[config.mk]
export PLATFORM = sky130hd
export DESIGN_NAME = term_tx
export DESIGN_NICKNAME = d
export VERILOG_FILES = /design/src/rtl/term_pkg.sv /design/src/rtl/term_tx_fifo.sv /design/src/rtl/term_tx.sv
export SDC_FILE = /design/constraint.sdc
export NUM_CORES = 1
export LEC_CHECK = 0
export CORE_MARGIN = 2
export CORE_UTILIZATION = 55
export CTS_CLUSTER_SIZE = 16
export DETAILED_ROUTE_END_ITERATION = 8
export PLACE_DENSITY = 0.79
export SYNTH_ARGS = -nofsm -noshare
export SYNTH_HDL_FRONTEND = slang
export SYNTH_SLANG_ARGS = --single-unit
[constraint.sdc]
create_clock -name clk -period 3.6 [get_ports clk]
set_input_delay 0.54 -clock clk [delete_from_list [all_inputs] [get_ports clk]]
set_output_delay 0.54 -clock clk [all_outputs]
set_load 0.01 [all_outputs]
[src/rtl/term_pkg.sv]
// Shared definitions for the terminal transmit path: serializer state
// encoding, ASCII control characters and the default baud divisor.
package term_pkg;

  // Serializer frame phase.
  typedef enum logic [1:0] {
    IDLE,
    START,
    DATA,
    STOP
  } tx_state_t;

  localparam logic [7:0] CHAR_CR = 8'h0D;
  localparam logic [7:0] CHAR_LF = 8'h0A;

  // 100 MHz system clock / 115200 baud.
  localparam int CLKS_PER_BIT_115200 = 868;

endpackage : term_pkg

[src/rtl/term_tx_fifo.sv]
// Synchronous first-word-fall-through FIFO. dout always shows the head
// entry so the serializer can load and pop in the same cycle. Pushes while
// full and pops while empty are ignored.
module term_tx_fifo #(
  parameter int WIDTH = 8,
  parameter int DEPTH = 16
) (
  input  logic                       clk,
  input  logic                       rst,
  input  logic                       push,
  input  logic                       pop,
  input  logic [WIDTH-1:0]           din,
  output logic [WIDTH-1:0]           dout,
  output logic                       full,
  output logic                       empty,
  output logic [$clog2(DEPTH):0]     count
);

  localparam int AW = $clog2(DEPTH);
  localparam logic [AW-1:0] PTR_ONE  = AW'(1);
  localparam logic [AW:0]   CNT_ONE  = (AW + 1)'(1);
  localparam logic [AW:0]   CNT_FULL = (AW + 1)'(DEPTH);

  logic [WIDTH-1:0] mem [DEPTH];
  logic [AW-1:0]    wr_ptr;
  logic [AW-1:0]    rd_ptr;
  logic             do_push;
  logic             do_pop;

  assign full    = (count == CNT_FULL);
  assign empty   = (count == '0);
  assign do_push = push && !full;
  assign do_pop  = pop && !empty;
  assign dout    = mem[rd_ptr];

  // Storage array written at the write pointer.
  // NOTE: the data array has no reset; only pointers and count define
  // validity, and leaving it unreset lets it map onto plain RAM/LUT storage.
  always_ff @(posedge clk) begin
    if (do_push) begin
      mem[wr_ptr] <= din;
    end
  end

  // Pointer and occupancy bookkeeping; pointers wrap modulo DEPTH.
  // NOTE: state registers use non-blocking assignments so every flop samples
  // pre-edge values regardless of statement order.
  always_ff @(posedge clk) begin
    if (rst) begin
      wr_ptr <= '0;
      rd_ptr <= '0;
      count  <= '0;
    end else begin
      if (do_push) begin
        wr_ptr <= wr_ptr + PTR_ONE;
      end
      if (do_pop) begin
        rd_ptr <= rd_ptr + PTR_ONE;
      end
      case ({do_push, do_pop})
        2'b10:   count <= count + CNT_ONE;
        2'b01:   count <= count - CNT_ONE;
        default: count <= count;
      endcase
    end
  end

endmodule : term_tx_fifo

[src/rtl/term_tx.sv]
// Terminal transmit engine: buffers printer bytes in a FIFO and serializes
// them as 8N1 UART frames on tx (idle high, LSB first). Frames leave the
// FIFO back-to-back with no idle gap while data is queued.
// Optional build macro TERM_TX_CRLF_EN: expand each LF into CR followed by LF.
module term_tx
  import term_pkg::*;
#(
  parameter int CLKS_PER_BIT = CLKS_PER_BIT_115200,
  parameter int FIFO_DEPTH   = 16
) (
  input  logic       clk,
  input  logic       rst,
  input  logic       char_valid,
  input  logic [7:0] char_data,
  output logic       char_ready,
  output logic       tx,
  output logic       busy,
  output logic       overflow
);

  localparam int BAUD_W = (CLKS_PER_BIT > 1) ? $clog2(CLKS_PER_BIT) : 1;
  localparam logic [BAUD_W-1:0] BAUD_LAST = BAUD_W'(CLKS_PER_BIT - 1);
  localparam logic [BAUD_W-1:0] BAUD_ONE  = BAUD_W'(1);
  localparam int CNT_W = $clog2(FIFO_DEPTH) + 1;

  // FIFO interface
  logic             fifo_pop;
  logic [7:0]       fifo_head;
  logic             fifo_full;
  logic             fifo_empty;
  logic [CNT_W-1:0] fifo_count;

  // Serializer state
  tx_state_t        state_q, state_d;
  logic [7:0]       shift_q, shift_d;
  logic [2:0]       bit_q, bit_d;
  logic [BAUD_W-1:0] baud_q, baud_d;
  logic             tx_q, tx_d;
  logic             load;
  logic             baud_last;

`ifdef TERM_TX_CRLF_EN
  logic             crlf_q, crlf_d;
`endif

  term_tx_fifo #(
    .WIDTH (8),
    .DEPTH (FIFO_DEPTH)
  ) u_fifo (
    .clk   (clk),
    .rst   (rst),
    .push  (char_valid),
    .pop   (fifo_pop),
    .din   (char_data),
    .dout  (fifo_head),
    .full  (fifo_full),
    .empty (fifo_empty),
    .count (fifo_count)
  );

  assign char_ready = !fifo_full;
  assign busy       = (state_q != IDLE) || (fifo_count != '0);
  assign tx         = tx_q;
  assign baud_last  = (baud_q == BAUD_LAST);

  // Next-state, line level and FIFO pop for the frame serializer.
  // NOTE: every signal assigned here gets a default first, so no path can
  // leave one unassigned and infer a latch.
  always_comb begin
    state_d  = state_q;
    shift_d  = shift_q;
    bit_d    = bit_q;
    baud_d   = baud_q;
    tx_d     = 1'b1;
    load     = 1'b0;
    fifo_pop = 1'b0;
`ifdef TERM_TX_CRLF_EN
    crlf_d   = crlf_q;
`endif

    case (state_q)
      IDLE: begin
        tx_d = 1'b1;
        if (!fifo_empty) begin
          load = 1'b1;
        end
      end
      START: begin
        tx_d = 1'b0;
        if (baud_last) begin
          baud_d  = '0;
          bit_d   = 3'd0;
          state_d = DATA;
        end else begin
          baud_d = baud_q + BAUD_ONE;
        end
      end
      DATA: begin
        tx_d = shift_q[0];
        if (baud_last) begin
          baud_d  = '0;
          shift_d = {1'b0, shift_q[7:1]};
          if (bit_q == 3'd7) begin
            state_d = STOP;
          end else begin
            bit_d = bit_q + 3'd1;
          end
        end else begin
          baud_d = baud_q + BAUD_ONE;
        end
      end
      STOP: begin
        tx_d = 1'b1;
        if (baud_last) begin
          baud_d = '0;
          if (!fifo_empty) begin
            load = 1'b1;
          end else begin
            state_d = IDLE;
          end
        end else begin
          baud_d = baud_q + BAUD_ONE;
        end
      end
      default: begin
        state_d = IDLE;
      end
    endcase

    // Start a new frame from the FIFO head.
    if (load) begin
      state_d = START;
      baud_d  = '0;
`ifdef TERM_TX_CRLF_EN
      if (!crlf_q && (fifo_head == CHAR_LF)) begin
        // Send CR first; the LF stays at the head for the following frame.
        shift_d = CHAR_CR;
        crlf_d  = 1'b1;
      end else begin
        shift_d  = fifo_head;
        fifo_pop = 1'b1;
        crlf_d   = 1'b0;
      end
`else
      shift_d  = fifo_head;
      fifo_pop = 1'b1;
`endif
    end
  end

  // Serializer registers; tx is registered so the line is glitch-free.
  always_ff @(posedge clk) begin
    if (rst) begin
      state_q <= IDLE;
      shift_q <= '0;
      bit_q   <= '0;
      baud_q  <= '0;
      tx_q    <= 1'b1;
    end else begin
      state_q <= state_d;
      shift_q <= shift_d;
      bit_q   <= bit_d;
      baud_q  <= baud_d;
      tx_q    <= tx_d;
    end
  end

`ifdef TERM_TX_CRLF_EN
  // Remembers that the CR half of an LF expansion has been sent.
  always_ff @(posedge clk) begin
    if (rst) begin
      crlf_q <= 1'b0;
    end else begin
      crlf_q <= crlf_d;
    end
  end
`endif

  // Sticky flag for writes dropped because the FIFO was full.
  always_ff @(posedge clk) begin
    if (rst) begin
      overflow <= 1'b0;
    end else if (char_valid && fifo_full) begin
      overflow <= 1'b1;
    end
  end

endmodule : term_tx

== Word level (Yosys, flattened, before mapping) ==
Memory sizes are Yosys's and may differ from the RTL's. A register that Yosys moved wholly into a read port is not among the register bits.
Index checks and enable logic that the tools add are counted.

* Mux-type cells: 25
* Add/sub/neg operators: 6
* Reduce and logical (&&, ||, !) cells: 23
* Eq/ne operators: 19

{| class="wikitable"
|+ Operator list
! kind !! number
|-
| 2-to-1 mux 8 bit || 3
|-
| != test 3 bit, second input constant || 5
|-
| != test 2 bit, second input constant || 6
|-
| AND reduction 6 bit || 2
|-
| adder 10 x 1 -> 10 bit, second input constant || 1
|-
| equality test 10 bit, second input constant || 1
|-
| 2-to-1 mux 10 bit || 1
|-
| 2-to-1 mux 2 bit || 5
|-
| one-hot mux 5 bit (2 select lines) || 1
|-
| nonzero test 2 bit || 5
|-
| 2-to-1 mux 3 bit || 3
|-
| adder 4 x 1 -> 4 bit, second input constant || 2
|-
| 2-to-1 mux 4 bit || 2
|-
| equality test 2 bit, second input constant || 3
|-
| 2-to-1 mux 1 bit || 6
|-
| one-hot mux 2 bit (3 select lines) || 1
|-
| one-hot mux 3 bit (2 select lines) || 1
|-
| adder 5 x 1 -> 5 bit, second input constant || 1
|-
| equality test 5 bit, second input constant || 1
|-
| logical NOT 5 bit || 1
|-
| nonzero test 5 bit || 1
|-
| subtractor 5 x 1 -> 5 bit, second input constant || 1
|-
| equality test 2 x 1 -> 1 bit, second input constant || 2
|-
| AND reduction 4 bit || 1
|-
| other kinds (13) || 17
|}

* Output and inout port bits: 4
* Word-level logic and storage cells: 84
* Bits in registers: 38
* Memories: 1
* RAM bits: 128

{| class="wikitable"
|+ Memory list
! name !! words !! bits a word !! read ports !! clocked after memory_dff !! wr ports !! RTL line !! RTL
|-
| u_fifo.mem || 16 || 8 || 1 || 1 || 1 || term_tx_fifo.sv:24 || <nowiki>logic [WIDTH-1:0] mem [DEPTH];</nowiki>
|}

== Depth between registers and ports, before layout ==
* Depth in word-level cells: 8
* Gate-level depth with buffers: 18
* Depth with buffers taken out: 16

== By module ==
From an unflattened synthesis, not the netlist that was laid out.

* Cells, all modules: 446
* Area total of the unflattened synthesis: 7,285.7 um^2

{| class="wikitable"
|+ By module, submodules not included
! module !! cells each !! times used !! area each (um^2) !! seq. area each (um^2)
|-
| term_tx_fifo || 305 || 1 || 5,974.5 || 4,184.0
|-
| term_tx || 141 || 1 || 1,311.3 || 500.5
|}

== Worst setup path before layout ==
OpenSTA, ideal clock, no wires.

* Path type: reg2reg
* Start: register state_q[0]
* End: register u_fifo.count[4]
* Arrival time: 3.617 ns
* Cell stages (with the launch flop): 19
* Setup slack: -0.137 ns
* Data required time: 3.479 ns
* Path through: dfxtp_1 -> inv_1 -> ha_1 -> nand2b_1 -> or4_4 -> nand2_1 -> nand2_1 -> inv_2 -> buf_4 -> ha_1 -> clkbuf_1 -> xor2_1 -> ha_1 -> nand2b_1 -> a21o_1 -> a22oi_1 -> nor2_1 -> a221oi_1 -> mux2_2

* Word-level cells in the longest chain between the ends: 6

{| class="wikitable"
|+ RTL lines
! what !! RTL line !! RTL
|-
| from (decl) || term_tx.sv:34 || <nowiki>tx_state_t state_q, state_d;</nowiki>
|-
| from (signal assigned) || term_tx.sv:160 || <nowiki>state_q <= state_d;</nowiki>
|-
| equality test 2 bit or logical NOT 2 bit (tied branches) || term_tx.sv:81 || <nowiki>case (state_q)</nowiki>
|-
| one-hot mux 1 bit (2 select lines) * || term_tx.sv:81 ||
|-
| 2-to-1 mux 1 bit * || term_tx.sv:131 || <nowiki>if (load) begin</nowiki>
|-
| logical AND 1 bit * || term_tx_fifo.sv:33 || <nowiki>assign do_pop = pop && !empty;</nowiki>
|-
| via u_fifo.do_pop || term_tx_fifo.sv:28 || <nowiki>logic do_pop;</nowiki>
|-
| equality test 2 x 1 -> 1 bit or equality test 2 bit (tied branches) || term_tx_fifo.sv:60 || <nowiki>case ({do_push, do_pop})</nowiki>
|-
| one-hot mux 5 bit (2 select lines) or nonzero test 2 bit (tied branches) || -- ||
|-
| to (signal assigned) || term_tx_fifo.sv:61 || <nowiki>2'b10: count <= count + CNT_ONE;</nowiki>
|-
| to (signal assigned) || term_tx_fifo.sv:62 || <nowiki>2'b01: count <= count - CNT_ONE;</nowiki>
|-
| to (signal assigned) || term_tx_fifo.sv:63 || <nowiki>default: count <= count;</nowiki>
|-
| to (decl) || term_tx_fifo.sv:16 || <nowiki>output logic [$clog2(DEPTH):0] count</nowiki>
|}

Mark *: on every way through the listed nets, which the timed path passes. The rest lies on a longest branch.
A chain may end at the register's enable or synchronous reset.

== Final worst setup path ==
* Start: register state_q[1]
* End: register u_fifo.count[4]

* Word-level cells in the longest chain between the ends: 6

{| class="wikitable"
|+ RTL lines
! what !! RTL line
|-
| equality test 2 bit or logical NOT 2 bit (tied branches) || term_tx.sv:81
|-
| one-hot mux 1 bit (2 select lines) * || term_tx.sv:81
|-
| 2-to-1 mux 1 bit * || term_tx.sv:131
|-
| logical AND 1 bit * || term_tx_fifo.sv:33
|-
| equality test 2 x 1 -> 1 bit or equality test 2 bit (tied branches) || term_tx_fifo.sv:60
|-
| one-hot mux 5 bit (2 select lines) or nonzero test 2 bit (tied branches) || --
|}

Mark *: on every way between the ends. The rest lies on a longest branch, timed or not.

==> flow_metrics.tcl <==
set metrics [dict create \
    yosys-top-cells-count "128 x edfxtp_1, 53 x nor2_1, 42 x dfxtp_1" \
    die_x_um 117 \
    final-hold-violation-count 0 \
    ys_warn_count 0 \
    syn-cell-area_sq_mm 0.00707 \
    grt_remaining_overflow 0 \
    via_count 3962 \
    nNetsFinal 529 \
    postCtsSetupBuffers 0 \
    slew_headroom_pct 44.4 \
    crit_type "register to register" \
    synth_top_family_by_area "multiplexers" \
    fin_setup_tns_ns 0 \
    end_kind "register" \
    clk_latency_ns 0.43 \
    finalSetupViolCount 0 \
    initial_utilization_pct 56.3 \
    period_share_pct 93.4 \
    grt_start_max_net_pins 35 \
    synth_cell_types 42 \
    postRouteAntennaNets 0 \
    post_synth.cell_area_avg_sq_um 15.0 \
    synth.area.mux_share_pct 13.4 \
    holdWs_ns 0.478 \
    async_flop_share_pct 0 \
    grt_first_pass_wirelength_um 21500 \
    grt_pass1_vias 4066 \
    rrSetupSlack_ns 0.24 \
    cap_violations 0 \
    holdCritPathClass "register to register" \
    die_area_sq_mm 0.0138 \
    peakVddDrop_mv 0.519 \
    synth-seq-cells 170 \
    cp.required_ns 3.92 \
    fin_crit_ns 3.36 \
    fmax_mhz 297 \
    gp_congestion 0.832 \
    finClkSkew_ns 0.0116 \
    grt.total_usage_pct 20.6 \
    synthAdderAreaFrac_pct 3.01 \
    dpl.cell_count 654 \
    num_antenna_cells 0 \
    synth_top_cell_by_area "edfxtp_1" \
    grt_antenna_before_repair 0 \
    crit_path_max_fanout 5 \
    rows 41 \
    drt-wirelength-per-cell_um 19.2 \
    io_pins 15 \
    vias_per_cell 5.78 \
    syn-num-nets 501 \
    fin_cells 686 \
    synthFlopType "edfxtp_1" \
    die_y_um 117 \
    synth_compound_area_share_pct 4.19 \
    area_growth_pct 14.3 \
    synth_xor_area_share_pct 1.98 \
    drt-total-wl_um 13200 \
    p_per_area_mw_per_mm2 682 \
    p_leak_nw 2.68 \
    drc 0 \
    synth-edff-count 128 \
    first_iter_violations 392 \
    synthSimpleGateAreaFrac_pct 9.04 \
    crit_path_start_kind "register" \
    ys_seq_area_share_pct 66.2 \
    total_power_w 0.00551 \
    cts_buffer_depth 2 \
    yosysMostFrequentCell "edfxtp_1" \
    outcome "completed" \
    port_buffers 14 \
    firstDrtPassIters 5 \
    cts-htree-levels 4 \
    cts_buffers 17 \
    synth_area_leaders "edfxtp_1 54%, mux4_2 12%, dfxtp_1 12%, ha_1 3.0%, nor2_1 2.8%" \
    syn_inst 473 \
    cts_tree "done" \
    cts.sinks 170 \
    root_buffer "clkbuf_16" \
    core_sq_mm 0.0126 \
    fillerInstances 867 \
    clk_pin_slew_worst_paths_ns 0.07 \
    arrival_ns 3.68 \
    slew_viol_final 0 \
    drive_gt1_share_pct 20.2 \
    rsz0062_at_grt "false" \
    yosysTopAreaCellShare_pct 54.4 \
    tightest_slew_ns 0.831 \
    dpl.hpwl_um 8590 \
]
state kept, by name, summed over array words and instances (netlist names), 2 cells and up, named ones only:
signal         count
baud_q            10
u_fifo.count       5
u_fifo.wr_ptr      4
u_fifo.rd_ptr      4
u_fifo.mem       128
bit_q              3
shift_q            8
state_q            2
final timing paths:
check              from  cells after the start               to
max          state_q[1]                     16  u_fifo.count[4]
min          shift_q[2]                      2       shift_q[1]
max reg2reg  state_q[1]                     16  u_fifo.count[4]
min reg2reg  shift_q[2]                      2       shift_q[1]
critical path, stage by stage (launching register included):
cell	delay (ns)
dfxtp_2	0.34
inv_1	0.16
ha_4	0.24
nand2b_1	0.14
or4_4	0.49
nand2_1	0.10
nand2_1	0.10
inv_2	0.07
ha_1	0.17
xor2_1	0.17
ha_2	0.24
nand2b_1	0.09
a21o_1	0.19
a22oi_1	0.13
nor2_1	0.07
a221oi_2	0.20
mux2_2	0.36
per-layer routing:
metal  vias up  track usage, %  wire (um)
met5         -               0          0
met4         0            9.34        278
met3        22            5.25        686
met2       139            33.8       6710
met1      1953            25.9       5520
li1       1848               -          -
layout by cell type (no fill, tap or decap), types with 3 or more instances in the layout:
cell type,count
edfxtp_1,128
nor2_1,53
dfxtp_1,39
mux4_2,38
nand2_1,35
a21oi_1,20
buf_4,20
clkbuf_16,17
ha_1,15
clkdlybuf4s50_1,14
nand3_1,12
inv_1,10
xor2_1,9
nor3_1,9
nand2b_1,8
a211oi_1,8
xnor2_1,7
mux2i_1,6
o21ai_0,6
a22oi_1,4
inv_8,4
inv_6,4
nor4_1,3
and2_1,3
nor2b_1,3
mux2_2,3
dfxtp_2,3
report_power, final:
group	internal, W	switching [W]
clock	0.000983	0.000799
combinational	0.000646	0.000694
sequential	0.00225	0.000133
per-stage QoR:
step,utilization (%),instance area (sq um),worst slack [ns]
4_1_cts,64.1,8060,0.105
6_report,64.3,8080,0.236
5_1_grt,64.3,8080,0.0161
3_5_place_dp,59.5,7480,0.173
2_1_floorplan,-,7080,0.0299
3_3_place_gp,59.5,7480,0.280
logic make-up after synthesis:
logic type,count (synthesis)
compound gates,47
xor+xnor,16
fa+ha+maj,17
buf+inv,37
flops,170
mux,47
simple gates,139
repair_timing:
action	in CTS	in global routing
gates resized for setup	0	4
endpoints found under the setup margin	0	1
hold buffers	0	0
cell type report:
cell class                 count  area [sq um]  area share [%]
clock buffer                  18           429            5.31
clock inverter                14           154            1.90
inverter                      12          45.0           0.557
multi-input combinational    266          2260            28.0
sequential                   170          4690            58.0
tap                          172           215            2.66
timing repair buffer          34           290            3.59
No activity file was read; power rests on OpenSTA's default activity.
